[config.mk]
export PLATFORM = sky130hd
export DESIGN_NAME = bus_intr_arb_flat
export DESIGN_NICKNAME = d
export VERILOG_FILES = /design/src/rtl/bus_intr_arb_pkg.sv /design/src/rtl/bus_intr_arb_if.sv /design/src/rtl/bus_intr_arb_prio_pick.sv /design/src/rtl/bus_intr_arb.sv /design/src/flat_wrapper.sv
export SDC_FILE = /design/constraint.sdc
export NUM_CORES = 1
export LEC_CHECK = 0
export CAP_MARGIN = 20
export CORE_ASPECT_RATIO = 1.4
export CORE_MARGIN = 2
export CORE_UTILIZATION = 38
export CTS_CLUSTER_DIAMETER = 150
export DETAILED_ROUTE_END_ITERATION = 10
export MAX_ROUTING_LAYER = met4
export PLACE_DENSITY = 0.67
export SLEW_MARGIN = 0
export SYNTH_ARGS = -nofsm -noshare
export SYNTH_HDL_FRONTEND = slang
export SYNTH_HIERARCHICAL = 1
export SYNTH_SLANG_ARGS = --single-unit
export TNS_END_PERCENT = 100
[constraint.sdc]
create_clock -name clk -period 6.2 [get_ports clk]
set_input_delay 0.93 -clock clk [delete_from_list [all_inputs] [get_ports clk]]
set_output_delay 0.93 -clock clk [all_outputs]
set_load 0.005 [all_outputs]
[src/rtl/bus_intr_arb_pkg.sv]
// Shared definitions for the iopage interrupt arbiter.
// Contents: requester count, field widths, minimum usable bus-request level,
// FSM state encoding and a one-hot helper.
package bus_intr_arb_pkg;

    localparam int NREQ  = 4;
    localparam int BR_W  = 3;
    localparam int VEC_W = 8;
    localparam int IDX_W = 2;

    // Bus-request levels below this can never interrupt the CPU.
    localparam logic [BR_W-1:0] BR_MIN = 3'd4;

    typedef enum logic [1:0] {
        ST_IDLE  = 2'd0,
        ST_PEND  = 2'd1,
        ST_GRANT = 2'd2,
        ST_HOLD  = 2'd3
    } arb_state_e;

    function automatic logic [NREQ-1:0] idx_onehot(input logic [IDX_W-1:0] idx);
        logic [NREQ-1:0] oh;
        oh      = '0;
        oh[idx] = 1'b1;
        return oh;
    endfunction

endpackage

[src/rtl/bus_intr_arb_if.sv]
// Device/CPU interrupt signalling bundle for bus_intr_arb.
//   dev_irq     per-device request level
//   dev_br      per-device bus-request priority, 3 bits each
//   dev_vec     per-device vector, 8 bits each
//   cpu_ipl     current processor priority
//   cpu_int_ack CPU accepts the presented interrupt (pulse)
//   cpu_int_req interrupt pending toward the CPU
//   cpu_int_vec vector of the pending interrupt
//   dev_ack     one-hot acknowledge pulse to the granted device
// modport slave is the arbiter side, modport master the device/CPU side.
interface bus_intr_arb_if;
    import bus_intr_arb_pkg::*;

    logic [NREQ-1:0]       dev_irq;
    logic [NREQ*BR_W-1:0]  dev_br;
    logic [NREQ*VEC_W-1:0] dev_vec;
    logic [BR_W-1:0]       cpu_ipl;
    logic                  cpu_int_ack;
    logic                  cpu_int_req;
    logic [VEC_W-1:0]      cpu_int_vec;
    logic [NREQ-1:0]       dev_ack;

    modport master (
        output dev_irq, dev_br, dev_vec, cpu_ipl, cpu_int_ack,
        input  cpu_int_req, cpu_int_vec, dev_ack
    );

    modport slave (
        input  dev_irq, dev_br, dev_vec, cpu_ipl, cpu_int_ack,
        output cpu_int_req, cpu_int_vec, dev_ack
    );

endinterface

[src/rtl/bus_intr_arb_prio_pick.sv]
// intr_prio_pick: combinational winner selection.
// A device is a candidate when it requests, its level is at least BR_MIN and
// its level is above cpu_ipl. The highest level wins; equal levels resolve to
// the first candidate found scanning upward from rr_ptr with wrap.
//   dev_irq, dev_br, cpu_ipl, rr_ptr  inputs
//   win_valid                         some device is eligible
//   win_idx                           index of the winner (0 when none)
module intr_prio_pick
    import bus_intr_arb_pkg::*;
(
    input  logic [NREQ-1:0]      dev_irq,
    input  logic [NREQ*BR_W-1:0] dev_br,
    input  logic [BR_W-1:0]      cpu_ipl,
    input  logic [IDX_W-1:0]     rr_ptr,
    output logic                 win_valid,
    output logic [IDX_W-1:0]     win_idx
);

    logic [BR_W-1:0]  best_br;
    logic [IDX_W-1:0] cand;
    logic [BR_W-1:0]  cand_br;

    always_comb begin
        win_valid = 1'b0;
        win_idx   = '0;
        best_br   = '0;
        cand      = '0;
        cand_br   = '0;
        for (int k = 0; k < NREQ; k++) begin
            // IDX_W-bit add gives the 3->0 wrap for free.
            cand    = rr_ptr + IDX_W'(k);
            cand_br = dev_br[BR_W*int'(cand) +: BR_W];
            // Strict '>' keeps the earliest round-robin candidate on a tie.
            if (dev_irq[cand] && (cand_br >= BR_MIN) && (cand_br > cpu_ipl) &&
                (!win_valid || (cand_br > best_br))) begin
                win_valid = 1'b1;
                win_idx   = cand;
                best_br   = cand_br;
            end
        end
    end

endmodule

[src/rtl/bus_intr_arb.sv]
// bus_intr_arb: iopage device interrupt arbiter.
// Picks one eligible device, presents its vector to the CPU until the CPU
// acknowledges or the request becomes ineligible, then pulses dev_ack to the
// granted device and leaves one dead cycle for it to drop its request.
//   clk      system clock
//   reset_n  asynchronous active-low reset
//   bus      bus_intr_arb_if.slave (device requests, CPU handshake, acks)
//
// state    | meaning
// ST_IDLE  | arbitrating; takes a winner as soon as one is eligible
// ST_PEND  | winner latched, cpu_int_req high, waiting for cpu_int_ack
// ST_GRANT | single cycle, dev_ack to the winner, round-robin pointer moves
// ST_HOLD  | dead cycle so the device can clear its request
module bus_intr_arb
    import bus_intr_arb_pkg::*;
(
    input  logic           clk,
    input  logic           reset_n,
    bus_intr_arb_if.slave  bus
);

    arb_state_e       state_q, state_d;
    logic [IDX_W-1:0] rr_ptr_q, rr_ptr_d;
    logic [IDX_W-1:0] idx_q, idx_d;
    logic [BR_W-1:0]  br_q, br_d;
    logic [VEC_W-1:0] vec_q, vec_d;
    logic             int_req_q, int_req_d;
    logic [VEC_W-1:0] int_vec_q, int_vec_d;
    logic [NREQ-1:0]  dev_ack_q, dev_ack_d;

    logic             win_valid;
    logic [IDX_W-1:0] win_idx;

    intr_prio_pick u_pick (
        .dev_irq   (bus.dev_irq),
        .dev_br    (bus.dev_br),
        .cpu_ipl   (bus.cpu_ipl),
        .rr_ptr    (rr_ptr_q),
        .win_valid (win_valid),
        .win_idx   (win_idx)
    );

    always_comb begin
        state_d  = state_q;
        rr_ptr_d = rr_ptr_q;
        idx_d    = idx_q;
        br_d     = br_q;
        vec_d    = vec_q;

        case (state_q)
            ST_IDLE: begin
                if (win_valid) begin
                    idx_d   = win_idx;
                    br_d    = bus.dev_br[BR_W*int'(win_idx) +: BR_W];
                    vec_d   = bus.dev_vec[VEC_W*int'(win_idx) +: VEC_W];
                    state_d = ST_PEND;
                end
            end
            ST_PEND: begin
                // Ack takes precedence over a withdraw seen in the same cycle.
                if (bus.cpu_int_ack) begin
                    state_d = ST_GRANT;
                end else if (!bus.dev_irq[idx_q] || (bus.cpu_ipl >= br_q)) begin
                    state_d = ST_IDLE;
                end
            end
            ST_GRANT: begin
                rr_ptr_d = idx_q + IDX_W'(1);
                state_d  = ST_HOLD;
            end
            ST_HOLD: begin
                state_d = ST_IDLE;
            end
            default: begin
                state_d = ST_IDLE;
            end
        endcase

        // Outputs are registered versions of what the next state implies,
        // so they line up with the state they describe.
        int_req_d = (state_d == ST_PEND);
        int_vec_d = int_req_d ? vec_d : '0;
        dev_ack_d = (state_d == ST_GRANT) ? idx_onehot(idx_d) : '0;
    end

    always_ff @(posedge clk or negedge reset_n) begin
        if (!reset_n) begin
            state_q   <= ST_IDLE;
            rr_ptr_q  <= '0;
            idx_q     <= '0;
            br_q      <= '0;
            vec_q     <= '0;
            int_req_q <= 1'b0;
            int_vec_q <= '0;
            dev_ack_q <= '0;
        end else begin
            state_q   <= state_d;
            rr_ptr_q  <= rr_ptr_d;
            idx_q     <= idx_d;
            br_q      <= br_d;
            vec_q     <= vec_d;
            int_req_q <= int_req_d;
            int_vec_q <= int_vec_d;
            dev_ack_q <= dev_ack_d;
        end
    end

    assign bus.cpu_int_req = int_req_q;
    assign bus.cpu_int_vec = int_vec_q;
    assign bus.dev_ack     = dev_ack_q;

endmodule

[src/flat_wrapper.sv]
// flat-port wrapper written by rule: the top's interface ports become plain ports
module bus_intr_arb_flat import bus_intr_arb_pkg::*;
  (clk, reset_n, bus_dev_irq, bus_dev_br, bus_dev_vec, bus_cpu_ipl, bus_cpu_int_ack, bus_cpu_int_req, bus_cpu_int_vec, bus_dev_ack);
  bus_intr_arb_if bus_i ();
  input  logic clk;
  input  logic reset_n;
  input wire logic [$bits(bus_i.dev_irq)-1:0] bus_dev_irq;
  input wire logic [$bits(bus_i.dev_br)-1:0] bus_dev_br;
  input wire logic [$bits(bus_i.dev_vec)-1:0] bus_dev_vec;
  input wire logic [$bits(bus_i.cpu_ipl)-1:0] bus_cpu_ipl;
  input wire logic [$bits(bus_i.cpu_int_ack)-1:0] bus_cpu_int_ack;
  output wire logic [$bits(bus_i.cpu_int_req)-1:0] bus_cpu_int_req;
  output wire logic [$bits(bus_i.cpu_int_vec)-1:0] bus_cpu_int_vec;
  output wire logic [$bits(bus_i.dev_ack)-1:0] bus_dev_ack;
  assign bus_i.dev_irq = bus_dev_irq;
  assign bus_i.dev_br = bus_dev_br;
  assign bus_i.dev_vec = bus_dev_vec;
  assign bus_i.cpu_ipl = bus_cpu_ipl;
  assign bus_i.cpu_int_ack = bus_cpu_int_ack;
  assign bus_cpu_int_req = bus_i.cpu_int_req;
  assign bus_cpu_int_vec = bus_i.cpu_int_vec;
  assign bus_dev_ack = bus_i.dev_ack;
  bus_intr_arb u_core (.clk(clk), .reset_n(reset_n), .bus(bus_i));
endmodule
Word-level counts from Yosys, hierarchy flattened
Index checks and enable logic that the tools add are counted.
W data, S select, Z words.

cells by class
  $mul = 5
  magnitude comparators = 19
  shift-type cells = 6
  add/sub/neg operators = 4
  reduce and logical (&&, ||, !) cells = 22
  mux-type cells = 33
  equal/unequal tests = 5

operators with widths
  operator               count
  $shiftx A12 B5 Y3      4
  $shiftx A12 B32 Y3     1
  $shiftx A32 B6 Y8      1
  $mux W8                3
  $gt A3 B3 Y1           7
  $mul A2 B2 Y4 const A  5
  $lt A2 B3 Y1 const B   6
  $mux W2                9
  $ge A3 B3 Y1 const B   4
  $logic_and A1 B1 Y1    12
  $bmux W1 S2            5
  $mux W1                10
  $mux W3                3
  $pmux W2 S4            1
  $eq A2 B2 Y1 const B   3
  $add A2 B1 Y2 const B  2
  $add A2 B2 Y2 const B  2
  $eq A2 B1 Y1 const B   2
  $logic_not A1 Y1       4
  $logic_or A1 B1 Y1     4
  $mux W4                1
  $ge A3 B3 Y1           1
  $demux W1 S2           1
  $ge A2 B1 Y1 const B   1
  other kinds (2)        2

word-level totals
  flip-flop bits (word level) = 30
  input bits = 54
  output and inout port bits = 13

Depth between registers and ports, before layout
  word-level depth = 25
  gate-level depth with buffers = 36
  depth with buffers taken out = 33

Cells and area by module
Netlist, hierarchy kept.

by module, submodules not included
  module          sequential area each (µm²)  area each (µm²)  cells each  instances
  bus_intr_arb    750.7                       1,427.6          119         1
  intr_prio_pick  0.0                         1,118.6          128         1

Worst setup path before layout
OpenSTA, ideal clock, no wires.

  path kind = input to register
  start point = input bus_dev_br[10]
  end point = register u_core.int_vec_q[1], in the netlist u_core/bus.cpu_int_vec[1]
  buffers on the path = 1
  stages on the path = 30
  library setup time = 144 ps
  slack = -700 ps
  data arrival time = 6,756 ps
  cells stage by stage = mux4_2 -> ha_1 -> nor2b_1 -> o21a_1 -> o2111a_2 -> nand2_1 -> ha_1 -> nor2b_1 -> o21ai_0 -> a32oi_1 -> o21ai_1 -> inv_1 -> a21oi_1 -> ha_1 -> a211oi_1 -> o21ai_0 -> o221ai_2 -> mux2_2 -> ha_1 -> inv_1 -> a21o_1 -> a21oi_1 -> a31oi_1 -> o21bai_2 -> a21boi_1 -> o311ai_1 -> buf_1 -> mux4_2 -> nand2_1 -> o21ai_0

on the way
  cells in the longest elaborated chain, start to end = 21
  elaborated cells on any way between the ends = 50
  classes of those cells = order compare (11); eq/ne (1); shift (5); mux (16); reduce/logical (17)

ends and longest elaborated chain
  what                                              RTL line                      source
  start: declaration                                flat_wrapper.sv:8             input wire logic [$bits(bus_i.dev_br)-1:0] bus_dev_br;
  $shiftx A12 B5 Y3                                 bus_intr_arb_prio_pick.sv:32  cand_br = dev_br[BR_W*int'(cand) +: BR_W];
  $ge A3 B3 Y1                                      bus_intr_arb_prio_pick.sv:34  if (dev_irq[cand] && (cand_br >= BR_MIN) && (cand_br > cpu_ipl) &&
  $logic_and A1 B1 Y1 (2 in series)                 bus_intr_arb_prio_pick.sv:34
  $mux W3 or $mux W1 (tied branches)                bus_intr_arb_prio_pick.sv:34
  $gt A3 B3 Y1 or $logic_not A1 Y1 (tied branches)  bus_intr_arb_prio_pick.sv:35  (!win_valid || (cand_br > best_br))) begin
  $logic_or A1 B1 Y1                                bus_intr_arb_prio_pick.sv:35
  $logic_and A1 B1 Y1                               bus_intr_arb_prio_pick.sv:34
  $mux W3 or $mux W1 (tied branches)                bus_intr_arb_prio_pick.sv:34
  [... 6 more ...]                                  -
  $logic_and A1 B1 Y1                               bus_intr_arb_prio_pick.sv:34
  $mux W2 *                                         bus_intr_arb_prio_pick.sv:34
  net u_core.win_idx[1]                             bus_intr_arb.sv:32            logic [IDX_W-1:0] win_idx;
  $shiftx A32 B6 Y8 *                               bus_intr_arb.sv:55            vec_d = bus.dev_vec[VEC_W*int'(win_idx) +: VEC_W];
  $mux W8 *                                         bus_intr_arb.sv:52            if (win_valid) begin
  $mux W8 *                                         bus_intr_arb.sv:50            case (state_q)
  $mux W8 *                                         bus_intr_arb.sv:82            int_vec_d = int_req_d ? vec_d : '0;
  net u_core.int_vec_d[1]                           bus_intr_arb.sv:28            logic [VEC_W-1:0] int_vec_q, int_vec_d;
  end signal: assignment                            bus_intr_arb.sv:103           int_vec_q <= int_vec_d;
  end: declaration                                  bus_intr_arb.sv:28

Mark *: on every way through the listed nets, which the timed path passes. The rest lies on a longest branch.
A chain may end at the register's enable or synchronous reset.

Worst setup path in the final report
  start point = input bus_dev_br[10]
  end point = register u_core.int_vec_q[2], in the netlist u_core/bus.cpu_int_vec[2]

The elaborated chain is that of the path after synthesis.

==> impl_metrics.csv <==
group,metric,value,unit
run_status,outcome,"finished with violations",
run_status,violations,"negative setup slack",
sta,max_slew_margin,0.375,
yosys,ys_types,55,
clocking,cts.clk_slew.worst_paths,0.06,ns
yosys,synth_cells,247,
place,io_buffers,66,
place,dp_slack,-0.955,ns
pwr,pwr-share-comb,0.797,
routing,wl_per_cell,17.4,um
yosys,synth.most_common_cell,"o21ai_0",
clocking,cts_made_buffers,5,
die,start_util,0.390,
yosys,postSynthAreaPerCell,10.3,sq um
pwr,sequentialPowerShare,0.139,
sta,rsz0062_at_grt,"true",
yosys,synth_edf_count,0,
critical_path,rr_endpoint,"u_core/bus.cpu_int_vec[2]",
yosys,synth_top_area_frac,0.295,
layout,drive_above_1_share,0.420,
clocking,cts_tree,"yes",
die,placementRows,35,
pwr,netSwitchingPower,938,uW
routing,viasPerCell,5.53,
layout,fill_cells,524,
yosys,ys_seq_elements,30,
critical_path,arrival,6.55,ns
critical_path,path_class,"in2reg",
clocking,insertion_delay,0.28,ns
yosys,synth_top_cells_by_area,"dfrtp_1 (29%), mux4_2 (19%), ha_1 (12%), o21ai_0 (6.1%), nand2_1 (4.4%)",
critical_path,slowest_delay,0.50,ns
routing,drtIter0Drc,111,
die,ios,67,
worst_hold_path,hold_class,"reg2reg",
global_routing,antenna_found_initial,0,
die,dieHeight,101,um
yosys,yosys.area.top_type,"dfrtp_1",
pwr,switching_share,0.411,
sta,skew,0.00857,ns
critical_path,required,6.32,ns
clocking,htree_levels,2,
global_routing,grt.overflow.total,0,
yosys,synth_nets,325,
sta,fin_crit,6.43,ns
sta,final-setup-viol-count,19,
pwr,power_density,551,nW/um^2
pwr,pwr-share-clk,0.064,
yosys,ys_async_sr_fraction,1.00,
yosys,syn_area,2550,sq um
routing,num_vias,2527,
pwr,p_total,2.28,mW
yosys,synth_ff_type,"dfrtp_1",
routing,drt_wl_total,7940,um
global_routing,grt_pass1_vias,2659,
global_routing,grt_max_degree,31,
die,die-area,7380,sq um
sta,drv_slew,0,
critical_path,cp_max_fo,7,
global_routing,track_usage,0.225,
clocking,clock_tree.root_cell,"clkbuf_8",
place,gp_congestion,0.865,
die,fp.dieW,73.2,um
critical_path,reg2reg_depth,29,
pwr,p_int,1.34,mW
sta,worstMarginPinSlew,0.937,ns
clocking,cts_buffer_depth,2,
critical_path,crit_path_start,"bus_dev_br[10]",
yosys,ys_seq_area_frac,0.295,
layout,area_growth,62.8,%
critical_path,cp_common_cell,"ha_4",
die,core,6530,sq um
critical_path,start_kind,"primary input",
routing,drc,0,
sta,holdWs,0.496,ns
clocking,cts_hold_buf,0,
layout,nets,461,
sta,hold_viol_final,0,
clocking,cts_sinks,30,
place,dp_hpwl,5910,um
job,max_cap_viol_count,0,
layout,num_antenna_cells,0,
critical_path,slowest_stage,"mux4_2",
sta,worst_slack,-0.230,ns
routing,postRouteAntennaNets,0,
critical_path,r2r_start,"u_core/rr_ptr_q[0]",
sta,fin_crit_sh,1.04,
critical_path,r2r_slack,-0.07,ns
pwr,peakVddDrop,0.436,mV
routing,first_pass_iters,5,
sta,max_freq,156,MHz
yosys,synth_common_cells,"o21ai_0 (31), dfrtp_1 (30), nand2_1 (30)",
critical_path,setup.worst_path.end_class,"flop",
yosys,yosys_warnings,6,
critical_path,crit_end,"u_core/bus.cpu_int_vec[2]",
global_routing,grt_pass1_wl,12300,um
pwr,p_leak,1.81,nW
==> final cells by class <==
type	instances	area [sq um]	share of cell area
multi-input combinational	184	1890	0.455
timing repair buffer	139	1250	0.301
sequential	30	751	0.181
tap	74	92.6	0.0223
inverter	23	86.3	0.0208
clock buffer	5	68.8	0.0166
clock inverter	2	10.0	0.00242
==> power by group through the flow <==
stage | clock, mW | sequential, mW | combinational, mW
after floorplan | 0 | 0.301 | 0.895
after global placement | 0 | 0.318 | 1.27
after detailed placement | 0 | 0.321 | 1.30
after CTS | 0.148 | 0.319 | 1.66
after global routing | 0.155 | 0.327 | 1.96
final | 0.146 | 0.318 | 1.82
==> how the worst min path moves through the flow <==
stage | from | depth (start not counted) | to | slack (ns)
finish | u_core/br_q[0] | 2 | u_core/br_q[0] | 0.50
global route | u_core/br_q[0] | 2 | u_core/br_q[0] | 0.54
CTS | u_core/br_q[0] | 2 | u_core/br_q[0] | 0.49
detailed placement | u_core/br_q[0] | 2 | u_core/br_q[0] | 0.48
global placement | u_core/br_q[0] | 2 | u_core/br_q[0] | 0.47
floorplan | u_core/br_q[0] | 2 | u_core/br_q[0] | 0.45
==> cell usage in the layout (no fill, tap or decap), drive strengths merged, types with 3 or more instances in the layout <==
cell / n
buf: 76
clkdlybuf4s50: 53
o21ai: 33
nand2: 31
dfrtp: 30
ha: 24
mux4: 23
inv: 23
clkbuf: 8
nor2b: 8
nor2: 7
a21oi: 6
nand3: 5
clkdlybuf4s15: 4
mux2i: 4
o21a: 3
o211ai: 3
mux2: 3
nor3: 3
==> routing by layer <==
layer  track usage  vias to the layer above  part of all wire
met5             -                        -                 0
met4         0.138                        0             0.053
met3        0.0230                       30             0.035
met2         0.401                       82              0.55
met1         0.232                     1225              0.36
li1              -                     1190                 -
==> stage by stage <==
stage	area [sq um]	instances	util	TNS (ns)
after floorplan	2600	247	-	-3.42
after global placement	3660	422	0.560	-17.16
after detailed placement	3660	422	0.560	-21.93
after CTS	4020	453	0.616	-6.97
after global routing	4140	457	0.635	-8.35
final	4140	457	0.635	-3.35
==> sequential cells by signal, indices dropped and copies added, names as in the netlist <==
signal,flops
u_core/br_q,3
u_core/idx_q,2
u_core/bus.cpu_int_vec,8
u_core/bus.cpu_int_req,1
u_core/vec_q,8
u_core/state_q,2
u_core/rr_ptr_q,2
u_core/bus.dev_ack,4
==> repair_timing <==
item / 4_1_cts / 5_1_grt
buffers inserted: 24 / 5
pin swaps: 24 / 33
gates resized for setup: 61 / 36
gates cloned: 0 / 0
endpoints found under the setup margin: 25 / 25
==> critical path, delay by kind of cell <==
kind            cells  cell delay (ns)
compound gates     16             2.77
buf+inv             4             0.46
mux                 2             1.00
simple gates        4             0.41
fa+ha+maj           4             0.96
==> cell families after synthesis <==
family / synth area share
DFF: 0.295
muxes: 0.235
AOI/OAI and AO/OA: 0.156
buffers and inverters: 0.0575
xor gates and xnor gates: 0.00344
and+or+nand+nor: 0.135
adders and majority gates: 0.118
(Power assumes the default switching activity.)
